`src/rtl/bus_demux_1_4.sv`:
```
// One-initiator, four-target data bus demux with a single outstanding transaction.
// Absent targets and silent targets both resolve to an error response.
module bus_demux_1_4 #(
    parameter int         XLEN      = 32,
    parameter int         SEL_LSB   = 28,
    parameter logic [3:0] TARGET_EN = 4'b1111,
    parameter int         TIMEOUT   = 255
) (
    input  logic              clk,
    input  logic              rst_n,
    input  logic              req_valid,
    output logic              req_ready,
    input  logic [XLEN-1:0]   req_addr,
    input  logic [XLEN-1:0]   req_wdata,
    input  logic              req_we,
    input  logic [3:0]        req_be,
    output logic              rsp_valid,
    output logic [XLEN-1:0]   rsp_rdata,
    output logic              rsp_err,
    output logic [3:0]        t_valid,
    input  logic [3:0]        t_ready,
    output logic [XLEN-1:0]   t_addr,
    output logic [XLEN-1:0]   t_wdata,
    output logic              t_we,
    output logic [3:0]        t_be,
    input  logic [3:0]        t_rsp_valid,
    input  logic [4*XLEN-1:0] t_rdata
);
    localparam int TW = (TIMEOUT < 1) ? 1 : $clog2(TIMEOUT + 1);
    localparam logic [TW-1:0] TLAST = (TIMEOUT < 1) ? '0 : TW'(TIMEOUT - 1);
    localparam logic [TW-1:0] TMAX  = '1;

    typedef enum logic [1:0] {IDLE, WAIT, RESP} state_t;

    state_t               state_q, state_d;
    logic [1:0]           sel, sel_q;
    logic [TW-1:0]        timer_q;
    logic [XLEN-1:0]      rdata_q;
    logic                 err_q;
    logic                 we_q;
    logic                 tmo;
    logic [3:0][XLEN-1:0] trd;

    assign trd     = t_rdata;
    assign sel     = req_addr[SEL_LSB+1:SEL_LSB];
    assign t_addr  = req_addr;
    assign t_wdata = req_wdata;
    assign t_we    = req_we;
    assign t_be    = req_be;
    assign tmo     = (TIMEOUT != 0) && (timer_q == TLAST);

    always_comb begin
        state_d   = state_q;
        t_valid   = '0;
        req_ready = 1'b0;
        case (state_q)
            IDLE: begin
                if (TARGET_EN[sel]) begin
                    t_valid[sel] = req_valid;
                    req_ready    = t_ready[sel];
                    if (req_valid && t_ready[sel]) state_d = WAIT;
                end else begin
                    // absent target: swallow the request and answer with an error
                    req_ready = 1'b1;
                    if (req_valid) state_d = RESP;
                end
            end
            WAIT:    if (t_rsp_valid[sel_q] || tmo) state_d = RESP;
            RESP:    state_d = IDLE;
            default: state_d = IDLE;
        endcase
    end

    always_ff @(posedge clk or negedge rst_n) begin
        if (!rst_n) begin
            state_q <= IDLE;
            sel_q   <= '0;
            timer_q <= '0;
            rdata_q <= '0;
            err_q   <= 1'b0;
            we_q    <= 1'b0;
        end else begin
            state_q <= state_d;
            case (state_q)
                IDLE: begin
                    if (req_valid) begin
                        if (TARGET_EN[sel]) begin
                            if (t_ready[sel]) begin
                                sel_q   <= sel;
                                timer_q <= '0;
                                we_q    <= req_we;
                            end
                        end else begin
                            rdata_q <= '0;
                            err_q   <= 1'b1;
                        end
                    end
                end
                WAIT: begin
                    // a real response beats a timeout landing in the same cycle
                    if (t_rsp_valid[sel_q]) begin
                        rdata_q <= we_q ? '0 : trd[sel_q];
                        err_q   <= 1'b0;
                    end else if (tmo) begin
                        rdata_q <= '0;
                        err_q   <= 1'b1;
                    end else if (timer_q != TMAX) begin
                        timer_q <= timer_q + 1'b1;
                    end
                end
                default: ;
            endcase
        end
    end

    assign rsp_valid = (state_q == RESP);
    assign rsp_rdata = rsp_valid ? rdata_q : '0;
    assign rsp_err   = rsp_valid & err_q;

endmodule

```
`config.mk`:
```
export PLATFORM = sky130hd
export DESIGN_NAME = bus_demux_1_4
export DESIGN_NICKNAME = d
export VERILOG_FILES = /design/src/rtl/bus_demux_1_4.sv
export SDC_FILE = /design/constraint.sdc
export NUM_CORES = 1
export LEC_CHECK = 0
export ABC_CLOCK_PERIOD_IN_PS = 2240
export BUFFER_PORTS_ARGS = -buffer_cell sky130_fd_sc_hd__buf_4
export CELL_PAD_IN_SITES_DETAIL_PLACEMENT = 1
export CELL_PAD_IN_SITES_GLOBAL_PLACEMENT = 2
export CORE_ASPECT_RATIO = 1.2
export CORE_MARGIN = 2
export CORE_UTILIZATION = 20
export CTS_CLUSTER_SIZE = 30
export DETAILED_ROUTE_END_ITERATION = 7
export PLACE_DENSITY_LB_ADDON = 0.1
export SYNTH_ARGS = -nofsm -noshare
export SYNTH_HDL_FRONTEND = slang
export SYNTH_SLANG_ARGS = --single-unit
```
`constraint.sdc`:
```
create_clock -name clk -period 2.24 [get_ports clk]
set_clock_uncertainty 0.2 [all_clocks]
set_input_delay 0.448 -clock clk [delete_from_list [all_inputs] [get_ports clk]]
set_output_delay 0.448 -clock clk [all_outputs]
set_load 0.05 [all_outputs]
```
Yosys cells after proc, flatten, opt, wreduce, memory -nomap -nowiden
Index checks and enable logic that the tools add are counted.

cells by class
  mux-type cells = 38
  equal/unequal tests = 15
  add/subtract/negate cells = 1
  reduce and logical (&&, ||, !) cells = 9
  magnitude comparators = 3
  bitwise gates (word level) = 2

operators with widths
  cell                                                                   count
  32-bit 2-to-1 mux                                                      7
  32-bit binary-select mux with 2-bit select                             1
  32-bit case mux with 2 select lines                                    1
  8-bit 2-to-1 mux                                                       6
  2-bit != test, second input constant                                   8
  8-bit case mux with 2 select lines                                     1
  1-bit 2-to-1 mux                                                       10
  3-bit != test, second input constant                                   3
  8-bit by 1-bit adder with 8-bit output, second input constant          1
  8-bit == test, second input constant                                   1
  2-bit 2-to-1 mux                                                       4
  4-bit 2-to-1 mux                                                       2
  8-bit != test, second input constant                                   1
  4-bit AND reduction                                                    2
  7-bit AND reduction                                                    1
  1-bit binary-select mux with 2-bit select                              3
  2-bit by 3-bit < comparator with 1-bit output, second input constant   2
  4-bit AND                                                              1
  2-bit case mux with 2 select lines                                     1
  3-bit AND reduction                                                    1
  1-bit demux with 2-bit select                                          1
  2-bit by 1-bit == test with 1-bit output, second input constant        1
  2-bit == test, second input constant                                   1
  2-bit by 1-bit >= comparator with 1-bit output, second input constant  1
  6 further kinds                                                        7

storage, ports and cells
  output and inout bits = 108
  logic and storage cells = 74
  input bits = 208
  register bits = 46

Longest topological paths before layout
  depth after elaboration = 7
  mapped depth = 6
  depth with buffers taken out = 5

Worst setup path after synthesis
No wires, ideal clock.

  kind = register to output
  from = reg state_q[1]
  to = out rsp_rdata[22]
  cell stages (with the launch flop) = 4
  arrival = 1774 ps
  setup slack = -182 ps
  path buffers = 1
  data required time = 1592 ps
  cells stage by stage = dfrtp_1 -> nor2b_1 -> clkbuf_1 -> and2_1

between the ends
  longest elaborated chain between the ends = 2

RTL lines
  what                      line  RTL
  start: declaration        35    state_t state_q, state_d;
  start signal: assignment  83    state_q <= state_d;
  2-bit == test             116   assign rsp_valid = (state_q == RESP);
  named net rsp_valid       17    output logic rsp_valid,
  32-bit 2-to-1 mux         117   assign rsp_rdata = rsp_valid ? rdata_q : '0;
  end: declaration          18    output logic [XLEN-1:0] rsp_rdata,

The timed path passes the listed nets, and every way through them passes these cells.

Worst setup path in the final report
  from = reg state_q[1]
  to = out rsp_rdata[31]

between the ends
  longest elaborated chain between the ends = 2

RTL lines
  what               line
  2-bit == test      116
  32-bit 2-to-1 mux  117

Every way passes these cells.

==> impl_metrics.env <==
export IMPL_outcome="finished, final reports clean"
export IMPL_num_vias=2915
export IMPL_fin_crit_ps=2140
export IMPL_drt_pass1_iterations=4
export IMPL_hold_violations=0
export IMPL_cts_sinks=46
export IMPL_wl_per_cell_um=18.7
export IMPL_dieArea_mm2=0.0187
export IMPL_p_int_mw=2.86
export IMPL_nNetsFinal=631
export IMPL_dp_hpwl_mm=8.99
export IMPL_fp_coreArea_mm2=0.0174
export IMPL_syn_to_final_growth_pct=37.1
export IMPL_detail_route_antenna_nets=0
export IMPL_setup_viol_count_final=0
export IMPL_power_frac_seq=0.281
export IMPL_numCtsBuffers=5
export IMPL_yosysMostFrequentCell="buf_4"
export IMPL_start_util=0.202
export IMPL_synthTopCellsByCount="buf_4 (70), dfrtp_1 (46), and2_1 (35), mux4_2 (34), a22o_1 (33)"
export IMPL_cp_slowest_cell="dfrtp_2"
export IMPL_slew_viol_final=0
export IMPL_yosys_area_top_type_share=0.326
export IMPL_drc=0
export IMPL_design_area_mm2=0.00484
export IMPL_cp_start_kind="register"
export IMPL_syn_area_per_cell_um2=11.6
export IMPL_die_h_um=150
export IMPL_critPathArrivalTime_ps=1490
export IMPL_grt_pass1_wl_mm=18.1
export IMPL_die_x_um=125
export IMPL_synthesis_nets=515
export IMPL_routed_via_density=4.55
export IMPL_antenna_found_initial=0
export IMPL_synth_flop_cell="dfrtp_1"
export IMPL_synth_edf_count=0
export IMPL_worst_pin_slew_ps=498
export IMPL_p_total_mw=4.83
export IMPL_cap_viol_max_count=0
export IMPL_grt_remaining_overflow=0
export IMPL_drt_initial_drc_count=66
export IMPL_slew_limit_headroom=0.667
export IMPL_gp_congestion=0.755
export IMPL_drive_above_1_share=0.589
export IMPL_synthesis_area_mm2=0.00353
export IMPL_rsz0062_at_grt="true"
export IMPL_crit_chain="nor2b_4 > buf_12 > and2_1 > buf_4"
export IMPL_fillers=1966
export IMPL_yosysTopAreaCell="dfrtp_1"
export IMPL_cts_buffer_depth=2
export IMPL_htreeDepth=2
export IMPL_peakVddDrop_mv=0.501
export IMPL_cp_max_fo=31
export IMPL_grt_total_usage=0.122
export IMPL_wirelength_mm=12.0
export IMPL_row_count=53
export IMPL_fin_crit_sh=0.954
export IMPL_seq_area_frac_synth=0.326
export IMPL_synth_cells=305
export IMPL_post_cts_buffers=0
export IMPL_n_antenna_cell=0
export IMPL_switching_share=0.407
export IMPL_grt_pass1_vias=3150
export IMPL_placed_area_mm2=0.00467
export IMPL_p_clk_frac=0.152
export IMPL_hp_class="input port to register"
export IMPL_p_per_area_mw_per_mm2=997
export IMPL_root_buffer="clkbuf_16"
export IMPL_synth_distinct_cells=42
export IMPL_synthTopCellsByArea="dfrtp_1 (33%), mux4_2 (22%), buf_4 (15%)"
export IMPL_port_buffers=183
export IMPL_pin_count=316
export IMPL_grt_max_degree=33
export IMPL_timing_fmax_mhz=468
export IMPL_clkLatencyLatePin_ps=290
export IMPL_clk_pin_slew_ps=70
export IMPL_async_flop_share=1.00
export IMPL_ys_warn_count=0
export IMPL_worstPathRequired_ps=1590
export IMPL_critPathMaxStageDelay_ps=440
export IMPL_p_leak_nw=2.24
export IMPL_comb_power_share=0.567
export IMPL_worst_setup_path_type="register to output port"
export IMPL_end_kind="output port"
export IMPL_cts_tree="done"
export IMPL_p_sw_mw=1.97
export IMPL_synth_seq_cells=46
[layout by cell type, fill, tap and decap left out, types with 2 or more instances in the layout]
master,instances
a22o_1,33
a31oi_1,2
and2_1,35
and4_1,2
buf_12,3
buf_4,192
clkbuf_16,5
dfrtp_1,42
dfrtp_2,4
ha_1,2
inv_1,5
mux2_1,2
mux2i_1,3
mux4_2,34
nand2_1,7
nand3_1,7
nand4_1,2
nor2_1,3
nor2_4,2
nor3_1,5
o211ai_1,2
o21ai_1,4
[final cells by class]
class / count / area [um^2] / area share
Multi-Input combinational cell: 166 / 1740 / 0.359
Timing Repair Buffer: 196 / 1510 / 0.312
Sequential cell: 46 / 1160 / 0.239
Tap cell: 220 / 275 / 0.0569
Clock buffer: 6 / 129 / 0.0266
Inverter: 6 / 22.5 / 0.00465
Clock inverter: 1 / 7.51 / 0.00155
[critical path: cells and delay by family (launching register included)]
kind	cells	cell delay (ps)
buffers and inverters	2	380
flip-flops	1	440
AND/OR/NAND/NOR	2	350
[path summary, 6_finish.rpt]
path                        startpoint             to  slack [ps]  cells past startpoint
hold reg to reg            rdata_q[18]    rdata_q[18]         290                      1
setup / recovery            state_q[1]  rsp_rdata[31]         100                      4
min in group asynchronous        rst_n     rdata_q[7]         460                      2
hold / removal                  req_we           we_q         190                      2
setup reg to reg            timer_q[0]     timer_q[5]         210                      4
max in group asynchronous        rst_n     rdata_q[8]         910                      3
[registers in the layout, summed over array words and instances (netlist names)]
| name | flops |
|---|---|
| sel_q | 2 |
| err_q | 1 |
| state_q | 2 |
| rdata_q | 32 |
| we_q | 1 |
| timer_q | 8 |
[per-stage QoR]
step            util  setup slack (ps)  cells  setup TNS, ps  hold slack (ps)
2_1_floorplan      -              -155    305           -309            -47.6
3_3_place_gp   0.268              97.0    632              0              236
3_5_place_dp   0.268             -7.10    632          -7.10              241
4_1_cts        0.277              4.16    640              0              182
5_1_grt        0.278             -39.1    641          -39.1              203
6_report       0.278               104    641              0              187
[cells by family (layout without fill, tap and decap cells)]
| kind of cell | after synthesis | count (layout) | share of synthesized area |
|---|---|---|---|
| buffers and inverters | 94 | 209 | 0.189 |
| AO/OA/AOI/OAI | 53 | 53 | 0.129 |
| flip-flops | 46 | 46 | 0.326 |
| AND/OR/NAND/NOR | 71 | 72 | 0.117 |
| multiplexers | 39 | 39 | 0.232 |
| adder cells (fa/ha/maj) | 2 | 2 | 0.00709 |
[layer usage]
layer  global-route usage  wire, um  up-vias  share of wire
li1                     -         -     1295              -
met1                0.154      5080     1458           0.42
met2                0.206      5920      136           0.49
met3               0.0347       757       26          0.063
met4               0.0300       207        0          0.017
met5                    0         0        -              0
[power by group through the flow]
stage                     Clock [mW]  Sequential [mW]  Combinational, mW
after detailed placement           0             1.36               2.79
after global routing           0.816             1.41               2.98
final                          0.734             1.36               2.74
after CTS                      0.779             1.35               2.81
after global placement             0             1.35               2.74
after floorplan                    0             1.25               2.27
[timing repair]
item / CTS / global route
setup endpoints to repair: 34 / 65
gates cloned: 0 / 1
endpoints found under the hold margin: 29 / 0
gates resized for setup: 2 / 3
hold buffers: 1 / 0
Note: power is estimated with default switching activity, not from simulation.
